[config.mk]
export PLATFORM = sky130hd
export DESIGN_NAME = buffered_router
export DESIGN_NICKNAME = d
export VERILOG_FILES = /design/src/rtl/buffered_router.sv
export SDC_FILE = /design/constraint.sdc
export NUM_CORES = 1
export LEC_CHECK = 0
export ABC_AREA = 1
export BUFFER_PORTS_ARGS = -buffer_cell sky130_fd_sc_hd__buf_2
export CAP_MARGIN = 30
export CORE_ASPECT_RATIO = 0.75
export CORE_MARGIN = 2
export CORE_UTILIZATION = 50
export CTS_CLUSTER_DIAMETER = 120
export CTS_CLUSTER_SIZE = 20
export DETAILED_ROUTE_END_ITERATION = 10
export PLACE_DENSITY_LB_ADDON = 0.3
export SETUP_SLACK_MARGIN = 0.02
export SLEW_MARGIN = 20
export SYNTH_ARGS = -nofsm -noshare
export SYNTH_HDL_FRONTEND = slang
export SYNTH_SLANG_ARGS = --single-unit
[constraint.sdc]
create_clock -name clk -period 3.5 [get_ports clk]
set_input_delay 0.7 -clock clk [delete_from_list [all_inputs] [get_ports clk]]
set_output_delay 0.7 -clock clk [all_outputs]
set_load 0.05 [all_outputs]
[src/rtl/buffered_router.sv]
// N-port buffered crossbar: one {valid, data, src} holding register per output,
// fed by a per-output round-robin arbiter with single-cycle input-to-output latency.
module buffered_router #(
  parameter int N_PORTS = 4,
  parameter int DATA_W = 8,
  localparam int SEL_W = $clog2(N_PORTS)
) (
  input  logic                      clk,
  input  logic                      rst_n,
  input  logic [N_PORTS-1:0]        in_valid,
  input  logic [N_PORTS*SEL_W-1:0]  in_dest,
  input  logic [N_PORTS*DATA_W-1:0] in_data,
  output logic [N_PORTS-1:0]        in_ready,
  output logic [N_PORTS-1:0]        out_valid,
  output logic [N_PORTS*DATA_W-1:0] out_data,
  output logic [N_PORTS*SEL_W-1:0]  out_src,
  input  logic [N_PORTS-1:0]        out_ready
);

  // Handshake: a beat moves on a rising edge where valid and ready are both 1;
  // in_ready is combinational (grant), out_valid/out_data/out_src are registered.

  logic [SEL_W-1:0]  dest_a  [N_PORTS];
  logic [DATA_W-1:0] data_a  [N_PORTS];
  logic [DATA_W-1:0] data_q  [N_PORTS];
  logic [SEL_W-1:0]  src_q   [N_PORTS];
  logic [SEL_W-1:0]  rr      [N_PORTS];
  logic [SEL_W-1:0]  gnt_idx [N_PORTS];
  logic [N_PORTS-1:0] valid_q;
  logic [N_PORTS-1:0] free;
  logic [N_PORTS-1:0] gnt_any;

  for (genvar g = 0; g < N_PORTS; g++) begin : g_port
    assign dest_a[g] = in_dest[g*SEL_W +: SEL_W];
    assign data_a[g] = in_data[g*DATA_W +: DATA_W];
    assign out_data[g*DATA_W +: DATA_W] = data_q[g];
    assign out_src[g*SEL_W +: SEL_W]    = src_q[g];
  end

  assign out_valid = valid_q;

  // Per-output scan starting at rr[o]; a full register that is draining this
  // cycle counts as free so the output can sustain one beat per cycle.
  always_comb begin
    logic [SEL_W-1:0] cand;
    cand = '0;
    for (int o = 0; o < N_PORTS; o++) begin
      free[o]    = !valid_q[o] || out_ready[o];
      gnt_any[o] = 1'b0;
      gnt_idx[o] = '0;
      for (int k = 0; k < N_PORTS; k++) begin
        cand = rr[o] + SEL_W'(k);
        if (free[o] && !gnt_any[o] && in_valid[cand] && dest_a[cand] == SEL_W'(o)) begin
          gnt_any[o] = 1'b1;
          gnt_idx[o] = cand;
        end
      end
    end
  end

  always_comb begin
    for (int i = 0; i < N_PORTS; i++) begin
      in_ready[i] = 1'b0;
      for (int o = 0; o < N_PORTS; o++) begin
        if (gnt_any[o] && gnt_idx[o] == SEL_W'(i)) in_ready[i] = rst_n;
      end
    end
  end

  always_ff @(posedge clk or negedge rst_n) begin
    if (!rst_n) begin
      valid_q <= '0;
      for (int o = 0; o < N_PORTS; o++) begin
        data_q[o] <= '0;
        src_q[o]  <= '0;
        rr[o]     <= '0;
      end
    end else begin
      for (int o = 0; o < N_PORTS; o++) begin
        if (gnt_any[o]) begin
          valid_q[o] <= 1'b1;
          data_q[o]  <= data_a[gnt_idx[o]];
          src_q[o]   <= gnt_idx[o];
          rr[o]      <= gnt_idx[o] + SEL_W'(1);
        end else if (out_ready[o]) begin
          valid_q[o] <= 1'b0;
        end
      end
    end
  end

endmodule
==> metrics.txt, run 1 <==
status finished, final reports clean; chip height 90.9 um; fillers 930; Period minus WS final 3.39 ns; Synth Flop Type dfrtp_1; HP Class input pin to asynchronous set/reset pin; period utilisation layout 0.967; vias 5541; final WL 15.3 mm; Max FO, Critical Path 9; endpoints failing hold 0; Post-Synth Simple-Gate Area 0.519; synth warn 0; Longest Clk Path Bufs 2; clk sinks 52; area leader, netlist dfrtp_1; FFs w/ async S/R, synth 1.00; initial antenna violation count 1; Avg WL per Cell 14.1 um; Syn Inst Count 823; area grow syn2layout 23.1%; post-synthesis register bit count 52; Synth Area in Compound Gates 0.0738; Cell Area, Synth 0.00503 mm^2; latest clock arrival within the worst-skew pair 0.29 ns; largest net degree at the start of global routing 33; post-route ant nets 0; Post-synth top cells nand2_1 (301), nand3_1 (88), inv_1 (85); vias in the first global route 4794; most numerous cell in the Yosys netlist nand2_1; GP Congestion 1.00; Cell variety after synth 39; Initial DRC Count 494; DRT Pass-1 Iters 5; Die Wd 120 um; max-slew violations 0; Synth Area in XOR/XNOR 0.00969; Worst Clk Skew 0.00509 ns; first-pass GRT wire length 24.2 mm; placed inst area 0.00570 mm^2; leading cell types by total area after synthesis dfrtp_1 (26%), nand2_1 (22%), nand3_1 (8.7%); Fmax 295 MHz; CP peak stage delay 0.48 ns; mux share of post-synthesis cell area 0; DIE AREA 0.0109 mm^2; Synth Net Count 881; number of top-level pins 98; CP max stage cell dfrtp_2; CP dominant cell by count nand2_1; # DRC 0; Starting Density 0.517; Final nets 1006; clock transition at the registers of the reported paths 0.07 ns; row count 31; critical path, cell by cell clkbuf_16 -> nand2_1 -> o21ai_1 -> nor2_1 -> nand2_1 -> nand3_2 -> inv_2 -> nand4_1 -> nand2_2 -> nand2_4 -> inv_1 -> ha_1 -> nand2_1 -> nand2_1 -> nand3b_1 -> nand2_1 -> inv_1 -> buf_6; largest family of logic cells by synthesized area simple AND/OR/NAND/NOR gates; Post-synth EDFFs 0; worst setup margin 0.114 ns; Synth top area share 0.258; core box area 0.00974 mm^2; total gr overflow 0; Vias/cell 5.12; Post-DP HPWL 11.6 mm; adder-cell share of the synthesized area 0.0199; Post-Layout Inst Area 0.00620 mm^2; Arr. time, crit path 2.69 ns; Slew HR 0.710; # hold bufs at CTS 0; gr usage total 0.275; final number of setup-violating endpoints 0; CTS Buf Count 5; share of cells above drive strength 1 0.271; unrepaired setup endpoints after global routing true; max_cap viols 0; Worst Tran Pin Value 0.434 ns; Place WS 0.0508 ns; root buf cell clkbuf_16; CTS HTree Levels 2; crit end category primary output; Seq/Total Area, Yosys 0.258; PortBufs 97; Synth Area per Inst 6.12 um^2; CTS tree yes; Worst EP required 2.80 ns; Crit Path Class register to primary output; Worst setup SP type register
## worst max-delay path, delay by kind of cell, from the launching register on
family / cells / cell delay (ns)
and+or+nand+nor: 11 / 1.00
buffers and inverters: 5 / 0.68
DFF: 1 / 0.48
adders and majority gates: 1 / 0.16
AOI/OAI and AO/OA: 1 / 0.07
## metrics by stage
step	hold WS (ns)	cells	utilization	TNS, ns
CTS	0.324	1065	0.606	0
detailed placement	0.459	1055	0.585	0
global route	0.333	1082	0.637	-0.207
finish	0.323	1082	0.637	0
global placement	0.454	1055	0.585	0
floorplan	0.404	823	-	0
## cells by family after synthesis
kind of cell | count (synthesis)
AO/OA/AOI/OAI | 65
XOR/XNOR | 3
adder cells (fa/ha/maj) | 8
buffers and inverters | 133
flip-flops | 52
AND/OR/NAND/NOR | 562
## path summary, 6_finish.rpt
check / from / to / slack [ns] / depth (start not counted)
max: rr[2] / in_ready[3] / 0.11 / 18
min: rst_n / out_src[2] / 0.32 / 1
max reg2reg: rr[2] / rr[3] / 1.08 / 14
min reg2reg: out_src[0] / out_src[0] / 0.48 / 2
max in group asynchronous: rst_n / rr[4] / 2.43 / 2
min in group clk: out_src[0] / out_src[0] / 0.48 / 2
## flip-flops by register name (all words and copies together), names as in the netlist
signal and flops:
out_src 8, rr 8, out_valid 4, out_data 32
## routing by layer
layer	vias to the layer above	global-route usage	routed length, um
met5	-	0	0
met4	0	0.0431	119
met3	11	0.0543	1490
met2	254	0.371	6130
met1	2457	0.447	7570
li1	2819	-	-
## area by class of cell
| cell class | count | area (um^2) | share of cell area |
|---|---|---|---|
| multi-input combinational | 638 | 3230 | 0.522 |
| sequential | 52 | 1310 | 0.211 |
| timing repair buffer | 142 | 916 | 0.148 |
| inverter | 109 | 412 | 0.0664 |
| tap | 132 | 165 | 0.0267 |
| clock buffer | 6 | 129 | 0.0208 |
| clock inverter | 2 | 35.0 | 0.00565 |
| antenna | 1 | 2.50 | 0.000404 |
## what timing repair did
action                                  in CTS  in global routing
endpoints found under the setup margin       4                  4
cloned                                       0                  2
buffers inserted                             2                 14
pin swaps                                    0                 16
gates resized for setup                      4                 59
## layout by cell type, fill, tap and decap left out, types with 5 or more instances in the layout
| cell | synthesis | final |
|---|---|---|
| o21bai_1 | 8 | 8 |
| a21oi_1 | 12 | 12 |
| or2_1 | 6 | 6 |
| o21ai_0 | 25 | 15 |
| nand4_1 | 18 | 18 |
| nand2_2 | 21 | 27 |
| dfrtp_1 | 52 | 48 |
| inv_1 | 85 | 79 |
| nand3_2 | 8 | 10 |
| o21ai_1 | 12 | 21 |
| nand2_4 | 6 | 6 |
| nand3_1 | 88 | 85 |
| nor2_1 | 84 | 81 |
| nor2_2 | 4 | 5 |
| ha_1 | 8 | 8 |
| buf_2 | 9 | 93 |
| nand3b_1 | 6 | 6 |
| nand2_1 | 301 | 295 |
| nor2_4 | 9 | 11 |
| buf_4 | 7 | 40 |
| clkbuf_16 | 0 | 7 |
| inv_2 | 22 | 29 |
Power of run 1 is not shown: default switching activity piles up to over one toggle a cycle in this logic, so the estimate is an artifact.
==> run 2, diff against run 1 <==
- REMOVE_ABC_BUFFERS: default -> 1
- SKIP_CTS_REPAIR_TIMING: default -> 1
==> run 2 against run 1 <==
Net effect: die area unchanged; global-route usage up 0.13 points; sequential share of layout area up 0.29 points; core utilization down 0.91 points; clock-buffer cell count unchanged; first-iteration DRC count up 33%; maximum frequency up 0.33%; register-to-register slack worse by 0.06 ns; design area down 1.4%; setup slack better by 0.011 ns; non-clock buffer count down 6; critical endpoint is now in_ready[2]; largest cell class unchanged.
==> metrics.txt, run 2 (synthesis results as in run 1) <==
first-pass GRT wire length 24.2 mm; crit end category primary output; Arr. time, crit path 2.67 ns; vias 5654; Slew HR 0.731; post-route ant nets 0; max-slew violations 0; Final nets 1000; GP Congestion 0.985; HP Class input pin to asynchronous set/reset pin; Crit Reg-Reg Startpoint rr[6]; max_cap viols 0; CP peak stage delay 0.48 ns; Avg WL per Cell 14.2 um; Fmax 296 MHz; FF-to-FF setup slack 1.02 ns; number of top-level pins 98; PortBufs 97; endpoints failing hold 0; core box area 0.00974 mm^2; Crit Path Class register to primary output; # DRC 0; critical path, cell by cell buf_6 -> nand2_2 -> inv_2 -> nand2_2 -> nand2_2 -> nand2_2 -> nand2_4 -> nor2_4 -> nand3_2 -> nor2_4 -> nor2_8 -> nand2_8 -> inv_2 -> ha_2 -> nand2_2 -> nand2_2 -> nand3b_1 -> nand2_1 -> inv_1 -> buf_6; total gr overflow 0; CTS Buf Count 5; final number of setup-violating endpoints 0; CP max stage cell dfrtp_2; clk sinks 52; setup TNS 0 ns; Worst setup SP type register; period utilisation layout 0.964; max reg flops 32; most frequent cells in the layout nand2_1 (297), buf_2 (92), nand3_1 (84); share of cells above drive strength 1 0.267; Worst EP required 2.80 ns; final cell count without fillers 1076; most common cell after layout, fill and taps aside nand2_1; Critical path origin rr[0]; Post-DP HPWL 11.6 mm; CTS HTree Levels 2; latest clock arrival within the worst-skew pair 0.30 ns; Die Wd 120 um; gr usage total 0.276; status finished, final reports clean; chip height 90.9 um; Starting Density 0.517; unrepaired setup endpoints after global routing true; placed cell count 1059; clock transition at the registers of the reported paths 0.06 ns; CP dominant cell by count nand2_2; vias in the first global route 4770; area grow syn2layout 21.3%; Longest Clk Path Bufs 2; Worst Tran Pin Value 0.404 ns; Worst Clk Skew 0.00617 ns; initial antenna violation count 1; worst r2r dst out_data[5]; DRT Pass-1 Iters 6; Initial DRC Count 659; CTS tree yes; Vias/cell 5.25; final WL 15.3 mm; root buf cell clkbuf_16; Max FO, Critical Path 6; largest net degree at the start of global routing 29; worst-case reg-to-reg path depth 15; row count 31; DIE AREA 0.0109 mm^2; Period minus WS final 3.37 ns
run 2: cell types whose count changed in the layout (fill, tap and decap cells not counted), sizes merged:
cell and delta:
clkinv +1, clkbuf -1, buf -5, inv -1
run 2: through the flow:
stage               utilization  worst slack, ns  hold slack [ns]  cell area, um^2
global route              0.627          -0.0846            0.241             6110
global placement          0.588            0.120            0.455             5730
finish                    0.627            0.126            0.248             6110
CTS                       0.605          -0.0906            0.244             5890
detailed placement        0.588           0.0855            0.461             5730
floorplan                     -            0.182            0.404             4840
run 2: area by class of cell:
cell class | count | area [um^2]
Antenna cell | 1 | 2.50
Clock buffer | 6 | 129
Clock inverter | 2 | 35.0
Fill cell | 928 | 3630
Inverter | 109 | 412
Multi-Input combinational cell | 638 | 3220
Sequential cell | 52 | 1310
Tap cell | 132 | 165
Timing Repair Buffer | 136 | 843
run 2: critical path, delay by kind of cell (launching register included):
kind	cells	cell delay, ns
buf+inv	5	0.43
flops	1	0.48
fa+ha+maj	1	0.18
simple gates	14	1.29
run 2: worst max path at each step:
stage | end | slack [ns]
after floorplan | in_ready[1] | 0.18
after global placement | in_ready[2] | 0.12
after detailed placement | in_ready[3] | 0.09
after CTS | in_ready[2] | -0.09
after global routing | in_ready[0] | -0.08
final | in_ready[2] | 0.13
run 2: routing by layer:
layer / track usage / vias up / share of wire
met1: 0.435 / 2510 / 0.48
li1: - / 2816 / -
met2: 0.391 / 311 / 0.41
met3: 0.0511 / 17 / 0.099
met5: 0 / - / 0
met4: 0.0471 / 0 / 0.0082
Power of run 2 is left out for the same reason.
